[config.mk]
export PLATFORM = sky130hd
export DESIGN_NAME = stopwatch_input_ctrl
export DESIGN_NICKNAME = d
export VERILOG_FILES = /design/src/rtl/stopwatch_pkg.sv /design/src/rtl/debounce_fsm.sv /design/src/rtl/stopwatch_input_ctrl.sv
export SDC_FILE = /design/constraint.sdc
export NUM_CORES = 1
export LEC_CHECK = 0
export ABC_CLOCK_PERIOD_IN_PS = 2190
export CAP_MARGIN = 20
export CORE_MARGIN = 2
export CORE_UTILIZATION = 45
export CTS_CLUSTER_SIZE = 20
export DETAILED_ROUTE_END_ITERATION = 7
export PLACE_DENSITY = 0.72
export RECOVER_POWER = 100
export SYNTH_ARGS = -nofsm -noshare
export SYNTH_HDL_FRONTEND = slang
export SYNTH_HIERARCHICAL = 1
export SYNTH_SLANG_ARGS = --single-unit
[constraint.sdc]
create_clock -name clk -period 2.19 [get_ports clk]
set_input_delay 0.657 -clock clk [delete_from_list [all_inputs] [get_ports clk]]
set_output_delay 0.657 -clock clk [all_outputs]
set_load 0.01 [all_outputs]
[src/rtl/stopwatch_pkg.sv]
// Shared types and constants for the stopwatch front end.
//
// Contents:
//   db_state_t    - debounce FSM state encoding (ZERO, WAIT1, ONE, WAIT0)
//   DB_TICKS_DEF  - production debounce length (20 ms at 100 MHz)
//   CNT_W_DEF     - production debounce counter width
//   DB_TICKS_SIM  - short debounce length used by simulation benches
//   db_level()    - debounced level carried by a given FSM state
package stopwatch_pkg;

  typedef enum logic [1:0] {
    ZERO  = 2'b00,  // stable low
    WAIT1 = 2'b01,  // saw a high, qualifying it
    ONE   = 2'b10,  // stable high
    WAIT0 = 2'b11   // saw a low, qualifying it
  } db_state_t;

  localparam int DB_TICKS_DEF = 2_000_000;
  localparam int CNT_W_DEF    = 21;
  localparam int DB_TICKS_SIM = 4;

  // The accepted level only changes once a WAIT state completes, so a
  // WAITx state still reports the level it is trying to leave.
  function automatic logic db_level(input db_state_t s);
    return (s == ONE) || (s == WAIT0);
  endfunction

endpackage

[src/rtl/debounce_fsm.sv]
// Synchroniser plus debounce state machine for one raw board input.
//
// Ports:
//   clk       - system clock
//   reset     - synchronous, active-high reset
//   din_raw   - asynchronous, bouncy raw input
//   db        - debounced level
//   rise      - one-cycle registered pulse when db goes 0 -> 1
//   fall      - one-cycle registered pulse when db goes 1 -> 0
//   dbg_state - current debounce state, for observation only
//
// Parameters:
//   DB_TICKS  - stable synchronised samples needed beyond the first one
//               before a new level is accepted (must be >= 2)
//   CNT_W     - counter width, 2**CNT_W must exceed DB_TICKS
//   RST_LEVEL - level assumed at reset (sync flops and FSM start there)
//
// A new level must be seen on DB_TICKS+1 consecutive synchronised samples:
// the first sample moves to WAITx and loads DB_TICKS-1, the remaining
// samples count the value down to zero and the last one accepts it. Any
// sample back at the old level returns to the stable state without a pulse.
module debounce_fsm
  import stopwatch_pkg::*;
#(
  parameter int   DB_TICKS  = DB_TICKS_DEF,
  parameter int   CNT_W     = CNT_W_DEF,
  parameter logic RST_LEVEL = 1'b0
) (
  input  logic      clk,
  input  logic      reset,
  input  logic      din_raw,
  output logic      db,
  output logic      rise,
  output logic      fall,
  output db_state_t dbg_state
);

  localparam logic [CNT_W-1:0] CNT_LOAD = CNT_W'(DB_TICKS - 1);
  localparam logic [CNT_W-1:0] CNT_DEC  = CNT_W'(1);
  localparam logic [CNT_W-1:0] CNT_ZERO = '0;

  logic [1:0]       sync_q;
  logic             s;
  db_state_t        state;
  db_state_t        state_nxt;
  logic [CNT_W-1:0] cnt;
  logic [CNT_W-1:0] cnt_nxt;
  logic             rise_nxt;
  logic             fall_nxt;

  // Second synchroniser flop is the only point the FSM looks at.
  assign s = sync_q[1];

  always_ff @(posedge clk) begin
    if (reset) begin
      sync_q <= {2{RST_LEVEL}};
      state  <= RST_LEVEL ? ONE : ZERO;
      cnt    <= CNT_ZERO;
      rise   <= 1'b0;
      fall   <= 1'b0;
    end else begin
      sync_q <= {sync_q[0], din_raw};
      state  <= state_nxt;
      cnt    <= cnt_nxt;
      rise   <= rise_nxt;
      fall   <= fall_nxt;
    end
  end

  always_comb begin
    state_nxt = state;
    cnt_nxt   = cnt;
    rise_nxt  = 1'b0;
    fall_nxt  = 1'b0;
    case (state)
      ZERO: begin
        if (s) begin
          state_nxt = WAIT1;
          cnt_nxt   = CNT_LOAD;
        end
      end
      WAIT1: begin
        if (!s) begin
          state_nxt = ZERO;
        end else if (cnt == CNT_ZERO) begin
          state_nxt = ONE;
          rise_nxt  = 1'b1;
        end else begin
          cnt_nxt = cnt - CNT_DEC;
        end
      end
      ONE: begin
        if (!s) begin
          state_nxt = WAIT0;
          cnt_nxt   = CNT_LOAD;
        end
      end
      WAIT0: begin
        if (s) begin
          state_nxt = ONE;
        end else if (cnt == CNT_ZERO) begin
          state_nxt = ZERO;
          fall_nxt  = 1'b1;
        end else begin
          cnt_nxt = cnt - CNT_DEC;
        end
      end
      default: begin
        state_nxt = ZERO;
        cnt_nxt   = CNT_ZERO;
      end
    endcase
  end

  assign db        = db_level(state);
  assign dbg_state = state;

endmodule

[src/rtl/stopwatch_input_ctrl.sv]
// Push-button / switch front end for the stopwatch counter.
//
// Ports:
//   clk        - system clock
//   reset      - synchronous, active-high reset
//   btn_go     - raw start/stop push-button
//   btn_clr    - raw clear push-button
//   sw_up      - raw direction switch (1 = count up)
//   go         - registered run level; toggles on each start/stop press
//   clr        - registered one-cycle clear pulse; also stops the watch
//   up         - registered direction; only follows the switch while stopped
//   up_pending - registered flag, high while the switch disagrees with up
//
// Handshake: none. All outputs are plain registered levels/pulses that the
// counter samples every cycle; there is no valid/ready flow control.
module stopwatch_input_ctrl
  import stopwatch_pkg::*;
#(
  parameter int DB_TICKS = DB_TICKS_DEF,
  parameter int CNT_W    = CNT_W_DEF
) (
  input  logic clk,
  input  logic reset,
  input  logic btn_go,
  input  logic btn_clr,
  input  logic sw_up,
  output logic go,
  output logic clr,
  output logic up,
  output logic up_pending
);

  logic      db_go, rise_go, fall_go;
  logic      db_clr, rise_clr, fall_clr;
  logic      db_up, rise_up, fall_up;
  db_state_t st_go, st_clr, st_up;
  logic      go_nxt;

  debounce_fsm #(
    .DB_TICKS (DB_TICKS),
    .CNT_W    (CNT_W),
    .RST_LEVEL(1'b0)
  ) u_db_go (
    .clk      (clk),
    .reset    (reset),
    .din_raw  (btn_go),
    .db       (db_go),
    .rise     (rise_go),
    .fall     (fall_go),
    .dbg_state(st_go)
  );

  debounce_fsm #(
    .DB_TICKS (DB_TICKS),
    .CNT_W    (CNT_W),
    .RST_LEVEL(1'b0)
  ) u_db_clr (
    .clk      (clk),
    .reset    (reset),
    .din_raw  (btn_clr),
    .db       (db_clr),
    .rise     (rise_clr),
    .fall     (fall_clr),
    .dbg_state(st_clr)
  );

  // The direction switch idles high, so its chain starts at 1 to avoid a
  // spurious down-then-up sequence straight after reset.
  debounce_fsm #(
    .DB_TICKS (DB_TICKS),
    .CNT_W    (CNT_W),
    .RST_LEVEL(1'b1)
  ) u_db_up (
    .clk      (clk),
    .reset    (reset),
    .din_raw  (sw_up),
    .db       (db_up),
    .rise     (rise_up),
    .fall     (fall_up),
    .dbg_state(st_up)
  );

  // Only the press edges of go/clr and the level of the switch matter here;
  // the remaining debounce outputs are kept visible on the hierarchy for
  // probing but deliberately go nowhere.
  logic unused_db;
  assign unused_db = ^{db_go, fall_go, db_clr, fall_clr, rise_up, fall_up,
                       st_go, st_clr, st_up};

  // Clear has priority: a simultaneous start/stop press is swallowed so a
  // clear always leaves the watch stopped.
  always_comb begin
    go_nxt = go;
    if (rise_clr) begin
      go_nxt = 1'b0;
    end else if (rise_go) begin
      go_nxt = ~go;
    end
  end

  always_ff @(posedge clk) begin
    if (reset) begin
      go         <= 1'b0;
      clr        <= 1'b0;
      up         <= 1'b1;
      up_pending <= 1'b0;
    end else begin
      go  <= go_nxt;
      clr <= rise_clr;
      // Keyed on the next run level so a held-off direction change lands on
      // the very edge the watch stops.
      if (!go_nxt) begin
        up <= db_up;
      end
      // Compared against the current up, so it drops one edge after up
      // catches up with the switch.
      up_pending <= (db_up != up);
    end
  end

endmodule

# Word level (Yosys, flattened, before mapping)
# Index checks and enable logic that the tools add are counted.
totals:
  register_bits: 81
  input_bits: 5
  output_inout_bits: 4
  word_cells: 109
classes:
  add_sub_neg: 3
  reduce_logical: 15
  eq_ne: 28
  n_bitwise: 5
  mux: 43
ops:
  columns: ["op", "count"]
  rows:
  - ["21-bit two-way mux", 15]
  - ["21-bit case mux with 4 select lines", 3]
  - ["21-bit logical NOT", 3]
  - ["21-bit by 1-bit subtractor with 21-bit output, second input constant", 3]
  - ["2-bit two-way mux", 18]
  - ["2-bit case mux with 4 select lines", 3]
  - ["4-bit AND reduction", 6]
  - ["2-bit equality test, second input constant", 6]
  - ["2-bit by 1-bit inequality test with 1-bit output, second input constant", 6]
  - ["2-bit inequality test, second input constant", 6]
  - ["3-bit by 1-bit inequality test with 1-bit output, second input constant", 3]
  - ["3-bit inequality test, second input constant", 3]
  - ["2-bit by 1-bit equality test with 1-bit output, second input constant", 3]
  - ["2-bit logical NOT", 3]
  - ["3-bit OR reduction", 2]
  - ["1-bit inverter", 5]
  - ["1-bit two-way mux", 4]
  - ["1-bit logical OR", 1]
  - ["1-bit inequality test", 1]

# Logic depth before layout (Yosys ltp)
# Gate-level depths: netlist (run 1).
depth:
  word_depth: 4
  mapped_depth: 7
  ltp_nobuf: 6

# Modules after synthesis
# The synthesis (run 1) kept the hierarchy.
modules_own_cells:
  columns: ["module", "instances", "area_per_inst_um2", "cells_per_inst", "seq_area_each_um2"]
  rows:
  - ["debounce_fsm at u_db_clr ...", 2, 1486.4, 174, 540.5]
  - ["debounce_fsm at u_db_up", 1, 1458.9, 176, 540.5]
  - ["stopwatch_input_ctrl", 1, 132.6, 12, 80.1]

# Least setup slack after synthesis (run 1)
# Ideal clock, no wire load.
synth_timing:
  path_type: "reg2reg"
  from: "reg u_db_up.cnt[2]"
  to: "reg u_db_up.cnt[15]"
  synth_period_minus_slack_ns: 2.182
  n_path_buf: 2
  stages_incl_launch_ff: 7
  required_ns: 2.116
  setup_ns: 0.074
  slack_ns: 0.008
  arrival_ns: 2.108
  path_cell_list: "dfxtp_1 -> or4_1 -> clkbuf_2 -> or4_4 -> buf_6 -> or3_1 -> a31oi_1"
synth_via:
  elab_chain_cells: 4
  elab_cells_between_ends: 6
  classes_between: "1 x add/sub; 4 x mux; 1 x reduce/logical"
synth_rtl:
  columns: ["item", "line_no", "text"]
  rows:
  - ["start, declared", "debounce_fsm.sv:46", "logic [CNT_W-1:0] cnt;"]
  - ["start signal, assigned", "debounce_fsm.sv:64", "cnt <= cnt_nxt;"]
  - ["21-bit by 1-bit subtractor with 21-bit output / 21-bit logical NOT (equally long branches)", null, null]
  - ["21-bit two-way mux (*)", "debounce_fsm.sv:85, debounce_fsm.sv:101", null]
  - ["21-bit two-way mux (on tied branches)", "debounce_fsm.sv:99, debounce_fsm.sv:83", null]
  - ["21-bit case mux with 4 select lines (*)", "debounce_fsm.sv:75", "case (state)"]
# Every way passes the cells marked *; elsewhere a longest branch is shown, timed or not. The select of a mux whose other input is x is not followed.
# A chain may end at the register's enable or synchronous reset.

# Worst setup path after layout (run 1)
layout_timing:
  from: "reg u_db_up.cnt[2]"
  to: "reg u_db_up.cnt[16]"
# Same word-level chain as after synthesis.

==> impl_metrics.ini, run 1 <==
[sta]
tightest_slew_ns = 1.00
grt_setup_unrepaired = false
period_needed_ns = 2.13
setup-violations-final = 0
layout_setup_ws_ns = 0.0550
hold_violations = 0
skew_ns = 0.00739
timing.final.crit_share_pct = 97.5
fmax_mhz = 468
relSlewSlack_pct = 33.3
slew_violations = 0
tns_ns = 0

[run_status]
outcome = finished clean

[critical_path]
setup.worst_path.class = flop to flop
start_kind = flop
required_ns = 2.49
critical_path_arrival_ns = 2.44
crit_path_max_fanout = 5
r2r_slack_ns = 0.06
cp-end-kind = flop

[power]
intPower_mw = 2.38
leakage_nw = 1.75
switchingPower_mw = 1.28
seq_power_share_pct = 45.9
p_clk_share_pct = 28.0
irDropWorstVdd_mv = 0.329
share_comb_of_total_power_pct = 26.1
p_per_area_nw_per_um2 = 740
p_sw_share_pct = 35.0

[layout]
drive_above_1_share_pct = 12.7
final_nets = 567
n_fill_cell = 903
fin_cells = 694
multi_input_area_um2 = 2620
diodes = 0
syn_to_final_growth_pct = 11.4
seqCellArea_um2 = 1620

[route]
dr.pass1.iters = 4
ant_nets = 0
drc = 0
vias = 4319
via_per_inst = 6.22
drt_iter0_markers = 257
wl_mm = 11.1
drt-wirelength-per-cell_um = 16.0

[place]
place_ws_ns = 0.0222
place.gp.congestion = 0.899
port_buffers = 8
place_inst = 676
place_hpwl_mm = 7.77

[clocking]
hold_buffers = 0
clk_pin_slew_worst_paths_ns = 0.09
cts-root-buf = clkbuf_8
htree_levels = 3
numCtsBuffers = 9
clock_path_buffers = 2
cts.sinks = 81
cts_tree = built
clk_latency_ns = 0.37

[global_route]
grt_pass1_wl_mm = 18.6
antenna_found_initial = 0
grt_start_max_net_pins = 21
grt_pass1_vias = 3958
track_usage_pct = 21.8
grt_remaining_overflow = 0

[logic_synthesis]
mappedNetlistNets = 537
netlist_instances = 526
synthesis.area_um2 = 4440
avgSynthCellArea_um2 = 8.44
synth_warnings = 6

[die]
start_util_pct = 45.9
fp-row-count = 36
core_um2 = 9680
die_area_um2 = 10700
die_x_um = 103
fp.dieH_um = 103
io_pins = 9

[job]
drv_cap = 0

[worst_hold_path]
hp-class = flop to flop
==> power groups by stage <==
stage / combinational, mW / clock, mW / sequential [mW]
floorplan: 0.682 / 0 / 1.68
global placement: 0.896 / 0 / 1.71
detailed placement: 0.923 / 0 / 1.71
CTS: 0.930 / 1.05 / 1.68
global route: 1.06 / 1.11 / 1.70
finish: 0.957 / 1.03 / 1.68
==> path summary, 6_finish.rpt <==
check,to,cells past startpoint,startpoint
setup / recovery,u_db_up/cnt[16],4,u_db_up/cnt[2]
hold reg to reg,u_db_up/sync_q[1],1,u_db_up/sync_q[0]
setup reg to reg,u_db_up/cnt[16],4,u_db_up/cnt[2]
hold / removal,u_db_up/sync_q[1],1,u_db_up/sync_q[0]
==> per-layer routing <==
layer / vias to the layer above / GRT usage [%] / wire (um)
met2: 126 / 36.6 / 5470
met4: 0 / 9.11 / 153
met5: - / 0 / 0
met1: 2066 / 28.3 / 4990
met3: 12 / 2.82 / 459
li1: 2115 / - / -
==> critical path, cell delays in order, from the launching register on <==
cell and delay, ns:
dfxtp_1 0.32, or4_1 0.58, or4_4 0.54, or4_1 0.48, a21oi_1 0.14
==> cell type report <==
cell class | count | area share, %
Multi-Input combinational cell | 399 | 52.9
Sequential cell | 81 | 32.8
Timing Repair Buffer | 40 | 5.46
Tap cell | 133 | 3.36
Clock buffer | 9 | 2.50
Inverter | 25 | 1.90
Clock inverter | 7 | 1.09
==> state kept, by name, summed over array words and instances (netlist names), named ones only <==
name	cells
u_db_clr/cnt	21
u_db_up/sync_q	2
u_db_up/cnt	21
up	1
u_db_go/sync_q	2
u_db_up/dbg_state	1
u_db_go/rise	1
u_db_clr/dbg_state	1
u_db_clr/rise	1
u_db_clr/sync_q	2
u_db_go/cnt	21
up_pending	1
clr	1
go	1
u_db_go/dbg_state	1
==> layout by cell type, fill, tap and decap left out, types with 19 or more instances in the layout <==
master,count
dfxtp_1,81
nor2_1,46
a21oi_1,38
or4_1,33
inv_1,25
o31ai_1,24
nand2_1,24
nor3_1,21
o21ai_0,20
buf_4,19
==> repair_timing <==
item	4_1_cts	5_1_grt
hold endpoints to repair	0	0
resized for setup	0	4
endpoints found under the setup margin	0	7
buffers inserted	0	1
==> through the flow <==
stage | area [um2] | hold WS [ns] | power, mW | utilization, %
finish | 4950 | 0.414 | 3.66 | 51.1
global route | 4950 | 0.428 | 3.87 | 51.1
global placement | 4790 | 0.399 | 2.60 | 49.5
floorplan | 4440 | 0.389 | 2.37 | -
detailed placement | 4790 | 0.397 | 2.63 | 49.5
CTS | 4970 | 0.414 | 3.66 | 51.3
Note: power is estimated with default switching activity, not from simulation.
==> inputs of run 2 (changes only) <==
--- a/config.mk
+++ b/config.mk
@@ -15,5 +15,4 @@
 export RECOVER_POWER = 100
 export SYNTH_ARGS = -nofsm -noshare
 export SYNTH_HDL_FRONTEND = slang
-export SYNTH_HIERARCHICAL = 1
 export SYNTH_SLANG_ARGS = --single-unit
==> run 2 against run 1 <==
  * Utilization up 2.3 points
  * Combinational power decreased by 15%
  * Power is 0.99% higher
  * Sequential share of layout area rose by 2.6 points
  * Sequential power is 2% lower
==> impl_metrics.ini, run 2 <==
[run_status]
outcome = finished clean

[global_route]
busiest_layer = met2
track_usage_pct = 19.2
met2_usage_pct = 33.1
grt_start_max_net_pins = 46
grtUsageMet3_pct = 3.74
grt_pass1_wl_mm = 15.2
grt_remaining_overflow = 0
antenna_found_initial = 0
grt_pass1_vias = 3372
grt_use_met1_pct = 23.4

[layout]
seqCellArea_um2 = 1620
diodes = 0
final_cell_mix = dfxtp_1, nor2_1, a21oi_1
syn_to_final_growth_pct = 16.4
top_regs = u_db_clr.cnt: 21 flops, u_db_go.cnt: 21 flops, u_db_up.cnt: 21 flops
drive_above_1_share_pct = 15.6
fin_area_um2 = 4590
finish.utilization_pct = 53.4
layout_commonest_cell = dfxtp_1
multi_input_area_um2 = 2240
final_nets = 488
n_fill_cell = 796
fin_cells = 590

[clocking]
numCtsBuffers = 9
clock_path_buffers = 2
cts.sinks = 81
htree_levels = 3
clk_latency_ns = 0.37
clk_pin_slew_worst_paths_ns = 0.08
cts-root-buf = clkbuf_8
cts_tree = built

[logic_synthesis]
synth-simple-area-share_pct = 25.9
synth_edf_count = 0
synth_top_area_share_pct = 41.2
synth_mux_area_share_pct = 1.02
synthXorXnorAreaFrac_pct = 7.34
avgSynthCellArea_um2 = 8.91
synth_warnings = 0
synth-adder-area-share_pct = 1.91
mappedNetlistNets = 453
synth_top_family_by_area = simple AND/OR/NAND/NOR gates
async_flop_share_pct = 0
synthesis.area_um2 = 3940
yosysTopAreaCell = dfxtp_1
yosysMostFrequentCell = dfxtp_1
ys_ff_latch = 81
synth_top_cells_by_count = dfxtp_1, nor2_1, a21oi_1, xnor2_1, nand2_1
netlist_instances = 442
ys_types = 57
synth_compound_area_share_pct = 19.3
synth-seq-area-share_pct = 41.2
ys.flop_type = dfxtp_1
ys_top_cells_by_area = dfxtp_1, xnor2_1, a21oi_1

[sta]
period_needed_ns = 2.19
layout_setup_ws_ns = 0.00493
tightest_slew_ns = 0.536
skew_ns = 0.0142
setup-violations-final = 0
hold_violations = 0
relSlewSlack_pct = 63.3
fmax_mhz = 458
slew_violations = 0
tns_ns = 0
timing.final.crit_share_pct = 99.8
grt_setup_unrepaired = true
whs_ns = 0.418

[route]
wl_mm = 8.97
dr.pass1.iters = 5
drc = 0
via_per_inst = 5.91
drt-wirelength-per-cell_um = 15.2
vias = 3486
drt_iter0_markers = 173
ant_nets = 0

[place]
place_inst = 572
place_ws_ns = 0.0131
place_hpwl_mm = 6.11
postPlaceCellArea_um2 = 4310
port_buffers = 8
place.gp.congestion = 0.823

[critical_path]
slowest_stage = or4_4
required_ns = 2.48
setup.worst_path.class = flop to flop
critical_path_arrival_ns = 2.47
crit_path_frequent_cell = or4_4
r2r_slack_ns = 0.005
cp_cell_sequence = or4_4 > or3_4 > or4_4 > or3_1 > a21oi_1
crit_family = simple AND/OR/NAND/NOR gates
critPathBufInv = 0
start_kind = flop
crit_path_max_fanout = 5
cp-end-kind = flop
max_stage_delay_ns = 0.54

[power]
p_per_area_nw_per_um2 = 807
leakage_nw = 1.65
irDropWorstVdd_mv = 0.377
total_power_mw = 3.70

[die]
fp-row-count = 34
io_pins = 9
fp.dieH_um = 97.6
die_x_um = 97.6
core_um2 = 8590
die_area_um2 = 9520
start_util_pct = 45.8

[job]
drv_cap = 0

[worst_hold_path]
hp-class = flop to flop
## run 2: worst reg2reg max path, stage by stage (launching register included)
cell and delay, ns:
dfxtp_2 0.32, or4_4 0.54, or3_4 0.37, or4_4 0.42, or3_1 0.32, a21oi_1 0.14
## run 2: final cells by class
cell class | count | share of cell area (%)
Clock inverter | 7 | 2.18
Clock buffer | 9 | 2.70
Inverter | 10 | 0.819
Timing Repair Buffer | 42 | 7.15
Sequential cell | 81 | 35.4
Multi-Input combinational cell | 333 | 48.8
Tap cell | 108 | 2.95
## run 2: layer usage
| layer | vias up | share of wire [%] |
|---|---|---|
| li1 | 1717 | - |
| met1 | 1674 | 45 |
| met2 | 77 | 49 |
| met3 | 18 | 4.0 |
| met4 | 0 | 1.9 |
| met5 | - | 0 |
## run 2: timing repair
item | 4_1_cts | 5_1_grt
endpoints found under the setup margin | 3 | 24
setup buffers | 1 | 1
hold buffers | 0 | 0
gates resized for setup | 0 | 15
pin swaps | 1 | 5
## run 2: worst paths after layout
kind,end,depth (start not counted),start
worst max-delay path,u_db_go.cnt[11],5,u_db_go.cnt[2]
worst min-delay path,u_db_up.sync_q[1],1,u_db_up.sync_q[0]
worst min register to register,u_db_up.sync_q[1],1,u_db_up.sync_q[0]
worst max register to register,u_db_go.cnt[11],5,u_db_go.cnt[2]
## run 2: kinds of logic after synthesis
kind of cell	count (synthesis)
simple gates	181
mux	4
fa+ha+maj	6
xor+xnor	33
buf+inv	28
compound gates	109
flops	81
## run 2: power by group
part | switching [mW] | internal, mW | total [mW]
Combinational | 0.458 | 0.356 | 0.814
Clock | 0.589 | 0.654 | 1.24
Sequential | 0.0837 | 1.56 | 1.64
